===== config.mk =====
export PLATFORM = sky130hd
export DESIGN_NAME = crp16_stage_sequencer
export DESIGN_NICKNAME = d
export VERILOG_FILES = /design/src/rtl/crp16_stage_sequencer.sv
export SDC_FILE = /design/constraint.sdc
export NUM_CORES = 1
export LEC_CHECK = 0
export ABC_AREA = 1
export BUFFER_PORTS_ARGS = -buffer_cell sky130_fd_sc_hd__buf_2
export CAP_MARGIN = 0
export CORE_MARGIN = 2
export CORE_UTILIZATION = 55
export DETAILED_ROUTE_END_ITERATION = 8
export PLACE_DENSITY = 0.8
export SYNTH_ARGS = -nofsm -noshare
export SYNTH_HDL_FRONTEND = slang
export SYNTH_SLANG_ARGS = --single-unit

===== constraint.sdc =====
create_clock -name i_clock -period 1.75 [get_ports i_clock]
set_input_delay 0.175 -clock i_clock [delete_from_list [all_inputs] [get_ports i_clock]]
set_output_delay 0.175 -clock i_clock [all_outputs]
set_load 0.01 [all_outputs]

===== src/rtl/crp16_stage_sequencer.sv =====
// CRP16 multi-cycle stage sequencer: per-stage latch enables, fetch/data-port
// handshakes, debug halt/step/run, a stall watchdog and an instruction-retire counter.
module crp16_stage_sequencer #(
    parameter int NUM_STAGES = 4,
    parameter int STAGE_W    = 2,
    parameter int IF_STAGE   = 0,
    parameter int EM_STAGE   = 2,
    parameter int MAX_WAIT   = 255,
    parameter int CNT_W      = 16,
    parameter int RESET_RUN  = 1
) (
    input  logic                  i_clock,
    input  logic                  i_reset,
    input  logic                  i_em_need,
    input  logic                  i_if_ack,
    input  logic                  i_em_ack,
    input  logic                  i_halt_req,
    input  logic                  i_step,
    input  logic                  i_run,
    output logic [STAGE_W-1:0]    o_stage,
    output logic [NUM_STAGES-1:0] o_stage_en,
    output logic                  o_if_req,
    output logic                  o_em_req,
    output logic                  o_retire,
    output logic [CNT_W-1:0]      o_retire_count,
    output logic                  o_halted,
    output logic                  o_fault
);

    localparam int WAIT_W = (MAX_WAIT < 2) ? 1 : $clog2(MAX_WAIT + 1);
    localparam bit WD_ON  = (MAX_WAIT != 0);
    localparam logic [WAIT_W-1:0]  WAIT_LAST = WD_ON ? WAIT_W'(MAX_WAIT - 1) : '0;
    localparam logic [STAGE_W-1:0] LAST_IDX  = STAGE_W'(NUM_STAGES - 1);
    localparam logic [STAGE_W-1:0] IF_IDX    = STAGE_W'(IF_STAGE);
    localparam logic [STAGE_W-1:0] EM_IDX    = STAGE_W'(EM_STAGE);

    typedef enum logic [1:0] {
        ST_ACTIVE   = 2'd0,
        ST_HALTED   = 2'd1,
        ST_STEPPING = 2'd2,
        ST_FAULT    = 2'd3
    } state_t;

    localparam state_t RESET_STATE = (RESET_RUN != 0) ? ST_ACTIVE : ST_HALTED;

    state_t                  r_state;
    logic [STAGE_W-1:0]      r_stage;
    logic [WAIT_W-1:0]       r_wait_cnt;
    logic [CNT_W-1:0]        r_retire_count;

    logic                    w_active;
    logic                    w_at_if;
    logic                    w_at_em;
    logic                    w_if_req;
    logic                    w_em_req;
    logic                    w_ready;
    logic                    w_stall;
    logic                    w_expire;
    logic                    w_retire;
    logic [NUM_STAGES-1:0]   w_stage_en;

    // Handshake, ready and enable decode; held quiet while reset is asserted.
    always_comb begin
        w_active = !i_reset && ((r_state == ST_ACTIVE) || (r_state == ST_STEPPING));
        w_at_if  = (r_stage == IF_IDX);
        w_at_em  = (r_stage == EM_IDX);
        w_if_req = w_active && w_at_if;
        w_em_req = w_active && w_at_em && i_em_need;
        w_ready  = w_active && (!w_at_if || i_if_ack) && (!w_at_em || !i_em_need || i_em_ack);
        w_stall  = (w_if_req && !i_if_ack) || (w_em_req && !i_em_ack);
        w_expire = WD_ON && w_stall && (r_wait_cnt == WAIT_LAST);
        w_retire = w_ready && (r_stage == LAST_IDX);
        w_stage_en = '0;
        for (int i = 0; i < NUM_STAGES; i++) begin
            w_stage_en[i] = w_ready && (r_stage == STAGE_W'(i));
        end
    end

    // Sequencer state, stage index, watchdog and retire counter.
    always_ff @(posedge i_clock or posedge i_reset) begin
        if (i_reset) begin
            r_state        <= RESET_STATE;
            r_stage        <= '0;
            r_wait_cnt     <= '0;
            r_retire_count <= '0;
        end else begin
            if (w_ready) begin
                r_wait_cnt <= '0;
            end else if (WD_ON && w_stall && !w_expire) begin
                r_wait_cnt <= r_wait_cnt + WAIT_W'(1);
            end else begin
                r_wait_cnt <= r_wait_cnt;
            end

            // The final stage wraps to 0, so a halt taken on retire lands on stage 0.
            if (w_ready) begin
                r_stage <= (r_stage == LAST_IDX) ? '0 : r_stage + STAGE_W'(1);
            end else begin
                r_stage <= r_stage;
            end

            if (w_retire) begin
                r_retire_count <= r_retire_count + CNT_W'(1);
            end else begin
                r_retire_count <= r_retire_count;
            end

            case (r_state)
                ST_ACTIVE: begin
                    if (w_expire) begin
                        r_state <= ST_FAULT;
                    end else if (w_retire && i_halt_req) begin
                        r_state <= ST_HALTED;
                    end else begin
                        r_state <= ST_ACTIVE;
                    end
                end
                ST_STEPPING: begin
                    if (w_expire) begin
                        r_state <= ST_FAULT;
                    end else if (w_retire) begin
                        r_state <= ST_HALTED;
                    end else begin
                        r_state <= ST_STEPPING;
                    end
                end
                ST_HALTED: begin
                    if (i_run) begin
                        r_state <= ST_ACTIVE;
                    end else if (i_step) begin
                        r_state <= ST_STEPPING;
                    end else begin
                        r_state <= ST_HALTED;
                    end
                end
                ST_FAULT: begin
                    r_state <= ST_FAULT;
                end
                default: begin
                    r_state <= ST_FAULT;
                end
            endcase
        end
    end

    assign o_stage        = r_stage;
    assign o_stage_en     = w_stage_en;
    assign o_if_req       = w_if_req;
    assign o_em_req       = w_em_req;
    assign o_retire       = w_retire;
    assign o_retire_count = r_retire_count;
    assign o_halted       = (r_state == ST_HALTED);
    assign o_fault        = (r_state == ST_FAULT);

endmodule

### After elaboration in Yosys (flattened, before gate mapping)

Cells that the tools add are included.

* register bits after elaboration: 28
* bits of input ports: 8
* output and inout bits: 27
* word-level logic and storage cells: 54

* add/subtract/negate cells: 3
* equality and inequality tests: 7
* mux-type cells: 10
* reductions and logical operators: 30

Operators with widths (number)
* $add A16 B1 Y16 const B: 1
* $mux W8: 2
* $logic_and A1 B1 Y1: 15
* $mux W2: 6
* $add A8 B1 Y8 const B: 1
* $eq A2 B2 Y1 const B: 4
* $eq A8 B8 Y1 const B: 1
* $pmux W2 S4: 1
* $logic_not A1 Y1: 7
* $logic_or A1 B1 Y1: 5
* $eq A2 B1 Y1 const B: 2
* $logic_not A2 Y1: 2
* $add A2 B1 Y2 const B: 1
* $reduce_bool A2 Y1: 1
* $mux W1: 1

### Logic depth before layout (Yosys ltp)

Gate-level depths: netlist (run 1).

* depth in word-level cells: 12
* mapped depth: 10
* gate-level depth less buffers: 10

### Worst setup path before layout (run 1)

No wires, ideal clock.

* path kind: flip-flop to output port
* from: register r_stage[0], in the netlist o_stage[0]
* to: output o_stage_en[3]
* data arrival time: 1.490 ns
* required time: 1.575 ns
* slack: 0.085 ns
* cell stages (with the launch flop): 8
* buffers on the path: 2
* cells stage by stage: dfrtp_1 inv_1 ha_1 nand2_1 nand3_4 nor2_4 buf_4 buf_4

* cells in the longest elaborated chain, start to end: 6
* elaborated cells on any way between the ends: 11

RTL lines
* from (decl): line 47 `logic [STAGE_W-1:0] r_stage;`
* from (signal assigned): line 97 `r_stage <= (r_stage == LAST_IDX) ? '0 : r_stage + STAGE_W'(1);`
* from (signal assigned): line 99 `r_stage <= r_stage;`
* $eq A2 B2 Y1 or $logic_not A2 Y1 (tied branches): line 66, 65
* $logic_not A1 Y1: line 69 `w_ready = w_active && (!w_at_if || i_if_ack) && (!w_at_em || !i_em_need || i_em_ack);`
* $logic_or A1 B1 Y1: line 69
* $logic_or A1 B1 Y1 or $logic_and A1 B1 Y1 (tied branches): line 69
* $logic_and A1 B1 Y1: line 69
* $logic_and A1 B1 Y1 *
* to (decl): line 21 `output logic [NUM_STAGES-1:0] o_stage_en,`

Every way passes the cells marked *; elsewhere a longest branch is shown, timed or not.

### Final worst setup path (run 1)

* from: register r_stage[1], in the netlist o_stage[1]
* to: output o_stage_en[3]

* cells in the longest elaborated chain, start to end: 6
* elaborated cells on any way between the ends: 11

RTL lines
* $eq A2 B2 Y1 or $logic_not A2 Y1 (tied branches): line 66, 65
* $logic_not A1 Y1: line 69
* $logic_or A1 B1 Y1: line 69
* $logic_or A1 B1 Y1 or $logic_and A1 B1 Y1 (tied branches): line 69
* $logic_and A1 B1 Y1: line 69
* $logic_and A1 B1 Y1 *: line 75 `w_stage_en[i] = w_ready && (r_stage == STAGE_W'(i));`

Marked as above.

==> results of run 1 <==
per-layer routing:
metal | GRT usage | vias up
met1 | 0.3369 | 780
met5 | 0 | -
met4 | 0.04969 | 0
li1 | - | 867
met2 | 0.3571 | 53
met3 | 0.02521 | 4
tightest hold or removal path: cells and delay by family:
kind / cells / cell delay (ns)
AOI/OAI and AO/OA: 1 / 0.07
and+or+nand+nor: 1 / 0.07
buffers and inverters: 2 / 0.11
stage by stage:
stage / instances / utilization / cell area [um^2]
2_1_floorplan: 246 / - / 1799
3_3_place_gp: 328 / 0.6675 / 2054
3_5_place_dp: 328 / 0.6675 / 2054
4_1_cts: 339 / 0.6996 / 2153
5_1_grt: 341 / 0.7187 / 2212
6_report: 341 / 0.7187 / 2212
registers in the layout, indices dropped and copies added (netlist names):
register / count
o_stage: 2
r_wait_cnt: 8
r_state: 2
o_retire_count: 16
cell type report:
cell class,instances,share of cell area
Multi-Input combinational cell,188,0.4661
Sequential cell,28,0.3173
Timing Repair Buffer,50,0.1340
Inverter,28,0.04751
Tap cell,44,0.02489
Clock buffer,3,0.01018
logic make-up (layout without fill, tap and decap cells):
| kind of cell | count (synthesis) | count (layout) |
|---|---|---|
| compound gates | 14 | 14 |
| xor+xnor | 12 | 12 |
| fa+ha+maj | 7 | 7 |
| buf+inv | 30 | 81 |
| flops | 28 | 28 |
| simple gates | 155 | 155 |
worst max-delay path by stage:
stage | start | to | slack [ns]
global route | o_stage[1]$_DFFE_PP0N_ | o_stage_en[1] | -0.03
detailed placement | o_stage[0]$_DFFE_PP0N_ | o_retire_count[10]$_DFFE_PP0P_ | 0.05
global placement | o_stage[0]$_DFFE_PP0N_ | o_retire_count[9]$_DFFE_PP0P_ | 0.12
finish | o_stage[1]$_DFFE_PP0N_ | o_stage_en[3] | 0.04
CTS | o_stage[1]$_DFFE_PP0N_ | o_stage_en[1] | 0.01
floorplan | o_stage[0]$_DFFE_PP0N_ | o_stage_en[3] | 0.09
power groups by stage:
stage                     combinational, mW  clock (mW)  sequential, mW
after global placement               0.0745           0           0.682
after global routing                  0.109       0.292           0.673
after detailed placement             0.0753           0           0.682
after floorplan                      0.0430           0           0.683
final                                0.0955       0.271           0.671
after CTS                            0.0848       0.280           0.670
timing repair:
item / in CTS / in global routing
hold buffers: 1 / 0
hold endpoints to repair: 28 / 0
gates resized for setup: 6 / 9
buffers inserted: 7 / 2
setup endpoints to repair: 5 / 9
pin swaps: 2 / 3
placed cells by master (no fill, tap or decap), types with 4 or more instances in the layout:
cell and count:
nor2_4 4, xor2_1 11, nor2_2 5, ha_1 4
nand4_1 4, o21ai_1 5, nand3_1 12, nor2_1 26
inv_1 26, buf_2 34, dfrtp_1 27, nand2_1 92
o21ai_0 7, buf_4 14
==> flow_summary.json, run 1 <==
{
  "grt_start_max_net_pins": 29,
  "htree_levels": 1,
  "boundaryPins": 35,
  "diodes": 0,
  "core_area_mm2": 0.003078,
  "leakagePower_nw": 1.168,
  "gp_congestion": 0.8604,
  "crit_type": "flip-flop to output pin",
  "p_int_uw": 777.5,
  "drv_slew": 0,
  "yosysWarnings": 0,
  "clock_sinks": 28,
  "hold_viol_final": 0,
  "tightest_slew_ns": 0.3655,
  "place_hpwl_mm": 2.784,
  "drc_errors": 0,
  "avgSynthCellArea_um2": 7.314,
  "power.density_mw_per_mm2": 469.2,
  "routedWlPerCell_um": 11.93,
  "highest_layer": "met4",
  "ys_ff_latch": 28,
  "worstReg2RegEnd": "o_retire_count[9]$_DFFE_PP0P_",
  "setup_viol": 0,
  "die_w_um": 61.20,
  "rr_startpoint": "o_stage[1]$_DFFE_PP0N_",
  "rrSetupSlack_ns": 0.10,
  "clockRootBuffer": "clkbuf_4",
  "synthAdderAreaFrac": 0.04868,
  "multi_input_area_mm2": 0.001031,
  "cts_buffers": 3,
  "whs_endpoint": "r_state[0]$_DFF_PP0_",
  "synth.area.top_cells": "dfrtp_1 39%, nand2_1 19%, inv_1 5.8%",
  "path_cells": "buf_4 -> ha_2 -> inv_1 -> nor2_4 -> buf_2",
  "synth_nets": 261,
  "wl_met2_mm": 1.871,
  "clk_latency_ns": 0.33,
  "worstPathArrival_ns": 1.53,
  "switching_share": 0.2510,
  "r2r_cells": 10,
  "synthArstFlopShare": 1.000,
  "grt_pass1_wl_mm": 6.403,
  "crit_buf_inv": 3,
  "initial_core_util": 0.5846,
  "area_delta_synth_final_pct": 22.95,
  "power_frac_seq": 0.647,
  "status": "complete, no violations",
  "num_vias": 1704,
  "power_mw": 1.038,
  "grt_usage": 0.2266,
  "p_clk_frac": 0.261,
  "synth_ff_type": "dfrtp_1",
  "wl_met1_mm": 1.953,
  "port_buffers": 34,
  "cts_tree": "built",
  "regArea_um2": 701.9,
  "combPwrFrac": 0.092,
  "startpoint_type": "flip-flop",
  "firstDrtPassIters": 4,
  "muxShareOfSynthArea": 0,
  "slew_headroom": 0.7563,
  "yosysTopAreaCellShare": 0.3894,
  "worstSetupEndpointType": "output pin",
  "wl_met3_um": 198,
  "pre_cts_slack_ns": 0.04523,
  "synth_xor_area_frac": 0.05841,
  "hp-start": "i_run",
  "gr-total-overflow": 0,
  "netlist_instances": 246,
  "synth.largest_area_cell": "dfrtp_1",
  "layout_min_cycle_time_ns": 1.706,
  "grt_pass1_vias": 1486,
  "antenna_found_initial": 0,
  "path_max_fanout": 4,
  "die_h_um": 61.20,
  "ant_nets": 0,
  "ys_types": 22,
  "rows": 20,
  "cpMaxStageDelayCell": "dfrtp_2",
  "die_area_mm2": 0.003745,
  "layout.nets": 314,
  "required_ns": 1.57,
  "synth_edf_count": 0,
  "setup_tns_ns": 0,
  "timing.critical_path.slowest_cell_delay_ns": 0.46,
  "synth_area_mm2": 0.001799,
  "drive_gt1_frac": 0.2559,
  "crit_family": "flip-flops",
  "cts_buffer_depth": 2,
  "synth_simple_gate_area_frac": 0.3964,
  "path_depth": 5,
  "hp-class": "primary input to flip-flop",
  "hold_slack_ns": 0.1227,
  "viasPerCell": 4.997,
  "fin_crit_sh": 0.9746,
  "netlist_top_cells_count": "93 x nand2_1, 28 x dfrtp_1, 28 x inv_1, 28 x nor2_1, 13 x nand3_1",
  "clkTransAtPathRegs_ns": 0.14,
  "irDropWorstVdd_v": 0.0002569,
  "max_freq_mhz": 586.3,
  "synth-compound-area-share": 0.04033,
  "fillCellCount": 276,
  "totalWireLength_mm": 4.068,
  "yosysSeqAreaShare": 0.3894,
  "synth_top_family_by_area": "simple AND/OR/NAND/NOR gates",
  "clock_skew_ns": 0.01062,
  "min_path_cells": 4,
  "yosysMostFrequentCell": "nand2_1",
  "fin_ws_ns": 0.04438,
  "cap_violations": 0,
  "drt_iter0_markers": 71,
  "p_switching_uw": 260.5
}
Power figures use the tool's default switching activity.
==> inputs of run 2 (changes only) <==
--- a/config.mk
+++ b/config.mk
@@ -12,6 +12,7 @@
 export CORE_UTILIZATION = 55
 export DETAILED_ROUTE_END_ITERATION = 8
 export PLACE_DENSITY = 0.8
+export REMOVE_ABC_BUFFERS = 1
 export SYNTH_ARGS = -nofsm -noshare
 export SYNTH_HDL_FRONTEND = slang
 export SYNTH_SLANG_ARGS = --single-unit
==> run 2 against run 1 <==
Net effect:
- utilization increased by 1.7 points
- combinational power increased by 9%
- flip-flop and latch count unchanged
- wire length increased by 6.2%
- die area unchanged
- clock-buffer cell count unchanged
- clock skew increased by 0.00069 ns
- worst hold slack got worse by 0.013 ns
- sequential share of layout area decreased by 0.74 points
- first-iteration DRC count increased by 51%
- critical path type unchanged
==> flow_summary.json, run 2 (synthesized netlist as in run 1, its figures left out) <==
{
  "clockRootBuffer": "clkbuf_4",
  "num_vias": 1743,
  "grt_start_max_net_pins": 29,
  "die_h_um": 61.20,
  "cts_buffers": 3,
  "fillCellCount": 221,
  "cap_violations": 0,
  "drc_errors": 0,
  "slew_headroom": 0.7585,
  "clock_sinks": 28,
  "clkTransAtPathRegs_ns": 0.15,
  "area_delta_synth_final_pct": 25.87,
  "die_w_um": 61.20,
  "boundaryPins": 35,
  "diodes": 0,
  "dp_cells": 328,
  "gr-total-overflow": 0,
  "p_clk_frac": 0.360,
  "place_hpwl_mm": 2.754,
  "largest_reg_flops": 16,
  "setup_tns_ns": 0,
  "status": "complete, no violations",
  "regArea_um2": 701.9,
  "power.density_mw_per_mm2": 534.8,
  "gp_congestion": 0.8538,
  "path_max_fanout": 4,
  "initial_core_util": 0.5846,
  "hp-class": "primary input to flip-flop",
  "required_ns": 1.57,
  "final_cell_mix": "92 x nand2_1, 34 x buf_2, 27 x dfrtp_1",
  "core_area_mm2": 0.003078,
  "rows": 20,
  "clk_latency_ns": 0.34,
  "clock_skew_ns": 0.01131,
  "layout_min_cycle_time_ns": 1.722,
  "combPwrFrac": 0.086,
  "htree_levels": 1,
  "hold_viol_final": 0,
  "drt_iter0_markers": 107,
  "grt_setup_unrepaired": "true",
  "switching_share": 0.2308,
  "drv_slew": 0,
  "grt_usage": 0.2356,
  "tightest_slew_ns": 0.3622,
  "p_switching_uw": 279.6,
  "totalWireLength_mm": 4.321,
  "antenna_found_initial": 0,
  "p_int_uw": 931.6,
  "power_frac_seq": 0.554,
  "final_common_cell": "nand2_1",
  "multi_input_area_mm2": 0.001046,
  "worstSetupEndpointType": "output pin",
  "routedWlPerCell_um": 12.60,
  "startpoint_type": "flip-flop",
  "irDropWorstVdd_v": 0.0003804,
  "cts_buffer_depth": 2,
  "cts_tree": "built",
  "viasPerCell": 5.082,
  "layout.nets": 315,
  "final_cells": 343,
  "grt_pass1_vias": 1463,
  "crit_type": "flip-flop to output pin",
  "leakagePower_nw": 1.189,
  "max_freq_mhz": 580.8,
  "worstPathArrival_ns": 1.55,
  "firstDrtPassIters": 4,
  "ant_nets": 0,
  "setup_viol": 0,
  "drive_gt1_frac": 0.2609,
  "port_buffers": 34,
  "die_area_mm2": 0.003745,
  "grt_pass1_wl_mm": 6.513,
  "fin_crit_sh": 0.9839
}
-- run 2: cell types whose count changed in the layout (fill, tap and decap cells not counted) --
cell | before | now
nor2_2 | 5 | 4
buf_4 | 14 | 15
ha_4 | 2 | 3
nor2_4 | 4 | 5
bufinv_16 | 0 | 1
ha_2 | 1 | 0
-- run 2: metrics by stage --
step	area [um^2]	total power [mW]	util	hold WS [ns]	setup WS, ns
6_report	2265	1.211	0.7358	0.1097	0.02822
5_1_grt	2265	1.259	0.7358	0.1159	-0.05042
4_1_cts	2176	1.196	0.7069	0.1119	0.01033
3_5_place_dp	2054	0.7572	0.6675	0.2959	0.06430
3_3_place_gp	2054	0.7556	0.6675	0.2906	0.1178
2_1_floorplan	1784	0.7263	-	0.2404	0.04195
-- run 2: timing repair --
action / 4_1_cts / 5_1_grt
endpoints found under the setup margin: 5 / 16
endpoints found under the hold margin: 28 / 0
pin swaps: 2 / 4
gates cloned: 0 / 0
gates resized for setup: 6 / 11
hold buffers: 1 / 0
setup buffers: 6 / 4
-- run 2: path summary, 6_finish.rpt --
kind	startpoint	end	slack, ns	cells past startpoint
max	o_stage[1]$_DFFE_PP0N_	o_stage_en[0]	0.03	7
max in group asynchronous	i_reset	o_stage[1]$_DFFE_PP0N_	1.00	4
min in group asynchronous	i_reset	o_retire_count[4]$_DFFE_PP0P_	0.47	4
min	i_run	r_state[0]$_DFF_PP0_	0.11	4
min reg2reg	o_retire_count[3]$_DFFE_PP0P_	o_retire_count[3]$_DFFE_PP0P_	0.53	1
max reg2reg	o_stage[1]$_DFFE_PP0N_	o_retire_count[10]$_DFFE_PP0P_	0.10	11
-- run 2: cell type report --
cell class | count | share of cell area
Tap cell | 44 | 0.02431
Clock inverter | 1 | 0.01326
Multi-Input combinational cell | 188 | 0.4619
Sequential cell | 28 | 0.3099
Clock buffer | 3 | 0.009945
Inverter | 28 | 0.04641
Timing Repair Buffer | 51 | 0.1343
-- run 2: layer usage --
metal  vias up  global-route usage  wire [um]
met3        13             0.03571        161
met2        50              0.3739       2038
met1       814              0.3405       1982
li1        866                   -          -
met5         -                   0          0
met4         0             0.05590        138
-- run 2: power by group through the flow --
stage                     Clock [mW]  Combinational, mW  Sequential (mW)
final                          0.436              0.104            0.671
after global routing           0.470              0.115            0.673
after CTS                      0.442             0.0841            0.670
after detailed placement           0             0.0747            0.682
after global placement             0             0.0734            0.682
after floorplan                    0             0.0430            0.683
-- run 2: critical path, cell delays in order, from the launching register on --
cell     delay (ns)
dfrtp_2        0.45
inv_2          0.07
ha_4           0.17
nand2_4        0.08
nand3_4        0.09
buf_6          0.15
nor2_1         0.07
buf_2          0.13
==> inputs of run 3 (changes only) <==
--- a/config.mk
+++ b/config.mk
@@ -8,6 +8,7 @@
 export ABC_AREA = 1
 export BUFFER_PORTS_ARGS = -buffer_cell sky130_fd_sc_hd__buf_2
 export CAP_MARGIN = 0
+export CORE_ASPECT_RATIO = 0.5
 export CORE_MARGIN = 2
 export CORE_UTILIZATION = 55
 export DETAILED_ROUTE_END_ITERATION = 8
==> run 3 against run 2 <==
Net effect:
- non-clock buffer count down 5
- via count shrank 4.4%
- sequential share of layout area rose by 0.70 points
- fmax increased by 3.6%
- critical path depth unchanged
- utilization fell by 1.5 points
- clock-buffer cell count is the same
- worst hold slack improved by 0.058 ns
- clock power rose by 19%
- first-iteration DRC count down 28%
- clock skew fell by 0.0046 ns
- critical path type is now primary input to output pin
- critical endpoint unchanged
==> flow_summary.json, run 3 (synthesized netlist as in run 1, its figures left out) <==
{
  "status": "complete, no violations",
  "rr_startpoint": "o_stage[1]$_DFFE_PP0N_",
  "place_hpwl_mm": 2.976,
  "fin_crit_sh": 0.9497,
  "totalWireLength_mm": 4.060,
  "whs_endpoint": "r_state[0]$_DFF_PP0_",
  "clk_latency_ns": 0.28,
  "grt_usage": 0.2226,
  "cts_tree": "built",
  "grt_util_met1": 0.2834,
  "leakagePower_nw": 1.151,
  "clock_sinks": 28,
  "hp-start": "i_run",
  "clkTransAtPathRegs_ns": 0.10,
  "min_path_cells": 4,
  "layout_min_cycle_time_ns": 1.662,
  "final_common_cell": "nand2_1",
  "final_cell_mix": "92 x nand2_1, 34 x buf_2, 28 x dfrtp_1",
  "met3_usage": 0.04851,
  "area_delta_synth_final_pct": 22.88,
  "largest_reg_flops": 16,
  "max_freq_mhz": 601.7,
  "setup_tns_ns": 0,
  "port_buffers": 34,
  "grt-busiest-layer": "met2",
  "initial_core_util": 0.5869,
  "r2r_cells": 11,
  "drive_gt1_frac": 0.2415,
  "crit_type": "primary input to output pin",
  "hold_viol_final": 0,
  "diodes": 0,
  "startpoint_type": "primary input",
  "num_vias": 1667,
  "rrSetupSlack_ns": 0.13,
  "path_max_fanout": 5,
  "hp-class": "primary input to flip-flop",
  "setup_viol": 0,
  "gr-total-overflow": 0,
  "boundaryPins": 35,
  "drt_iter0_markers": 77,
  "fillCellCount": 236,
  "die_w_um": 84.89,
  "routedWlPerCell_um": 12.16,
  "dp_cells": 324,
  "grt_use_met2": 0.3969,
  "layout.nets": 310,
  "cts_buffer_depth": 2,
  "drc_errors": 0,
  "power.density_mw_per_mm2": 577.9,
  "cts_buffers": 3,
  "worstPathArrival_ns": 1.49,
  "tightest_slew_ns": 0.3578,
  "rows": 14,
  "irDropWorstVdd_v": 0.0004581,
  "viasPerCell": 4.991,
  "clock_skew_ns": 0.006683,
  "ant_nets": 0,
  "worstReg2RegEnd": "o_retire_count[9]$_DFFE_PP0P_",
  "clockRootBuffer": "clkbuf_8",
  "worstSetupEndpointType": "output pin",
  "gp_congestion": 0.8682,
  "hold_slack_ns": 0.1678,
  "drv_slew": 0,
  "grt_pass1_vias": 1541,
  "final_cells": 334,
  "cap_violations": 0,
  "firstDrtPassIters": 4,
  "core_area_mm2": 0.003065,
  "antenna_found_initial": 0,
  "grt_start_max_net_pins": 29,
  "slew_headroom": 0.7615,
  "grt_pass1_wl_mm": 6.548,
  "die_h_um": 44.45,
  "required_ns": 1.57,
  "htree_levels": 1,
  "die_area_mm2": 0.003773
}
==> run 3: cell types whose count changed in the layout (fill, tap and decap cells not counted), moves of 2 or more <==
cell | previous run | this run
clkbuf_8 | 0 | 3
ha_4 | 3 | 0
nand2_4 | 3 | 1
ha_2 | 0 | 3
buf_4 | 15 | 9
clkbuf_4 | 3 | 0
==> run 3: worst max path at each step <==
| stage | startpoint | to | slack (ns) | depth (start not counted) |
|---|---|---|---|---|
| 2_1_floorplan | o_stage[0]$_DFFE_PP0N_ | o_retire_count[3]$_DFFE_PP0P_ | 0.04 | 7 |
| 3_3_place_gp | o_stage[1]$_DFFE_PP0N_ | o_retire_count[10]$_DFFE_PP0P_ | 0.12 | 10 |
| 3_5_place_dp | o_stage[1]$_DFFE_PP0N_ | o_retire_count[9]$_DFFE_PP0P_ | 0.07 | 10 |
| 4_1_cts | o_stage[0]$_DFFE_PP0N_ | o_stage_en[2] | 0.01 | 7 |
| 5_1_grt | o_stage[1]$_DFFE_PP0N_ | o_retire_count[10]$_DFFE_PP0P_ | -0.01 | 11 |
| 6_report | i_reset | o_stage_en[0] | 0.09 | 7 |
==> run 3: timing repair <==
item / in CTS / in global routing
endpoints found under the setup margin: 5 / 15
hold endpoints to repair: 28 / 0
pin swaps: 2 / 0
hold buffers: 1 / 0
resized for setup: 2 / 8
buffers inserted: 3 / 2
==> run 3: area by class of cell <==
| cell class | instances | area [um^2] | area share |
|---|---|---|---|
| tap | 40 | 50.05 | 0.02264 |
| clock inverter | 1 | 30.03 | 0.01358 |
| inverter | 28 | 105.1 | 0.04754 |
| multi-input combinational | 188 | 1005 | 0.4544 |
| sequential | 28 | 700.7 | 0.3169 |
| clock buffer | 3 | 41.29 | 0.01868 |
| timing repair buffer | 46 | 279.0 | 0.1262 |
==> run 3: through the flow <==
stage,total power [mW],util,instance area (um^2),setup WS (ns)
floorplan,0.7263,-,1784,0.04195
global placement,0.7564,0.6727,2062,0.1169
detailed placement,0.7590,0.6727,2062,0.06744
CTS,1.284,0.7090,2173,0.01131
global route,1.326,0.7212,2211,-0.01106
finish,1.278,0.7212,2211,0.08797
==> run 3: where the power goes <==
| part | internal (mW) | total, mW | switching [mW] |
|---|---|---|---|
| registers | 0.657 | 0.670 | 0.0131 |
| clock network | 0.307 | 0.521 | 0.214 |
| logic | 0.0334 | 0.0866 | 0.0532 |
==> run 3: routing by layer <==
| layer | vias to the layer above | routed length (um) |
|---|---|---|
| li1 | 852 | - |
| met1 | 778 | 1953 |
| met2 | 35 | 1949 |
| met3 | 2 | 135 |
| met4 | 0 | 21 |
| met5 | - | 0 |
==> run 3: critical path, stage by stage <==
cell           delay (ns)
dlygate4sd3_1        0.53
buf_2                0.14
nor2_4               0.18
nand3_4              0.11
buf_6                0.14
nor2_1               0.07
buf_2                0.13
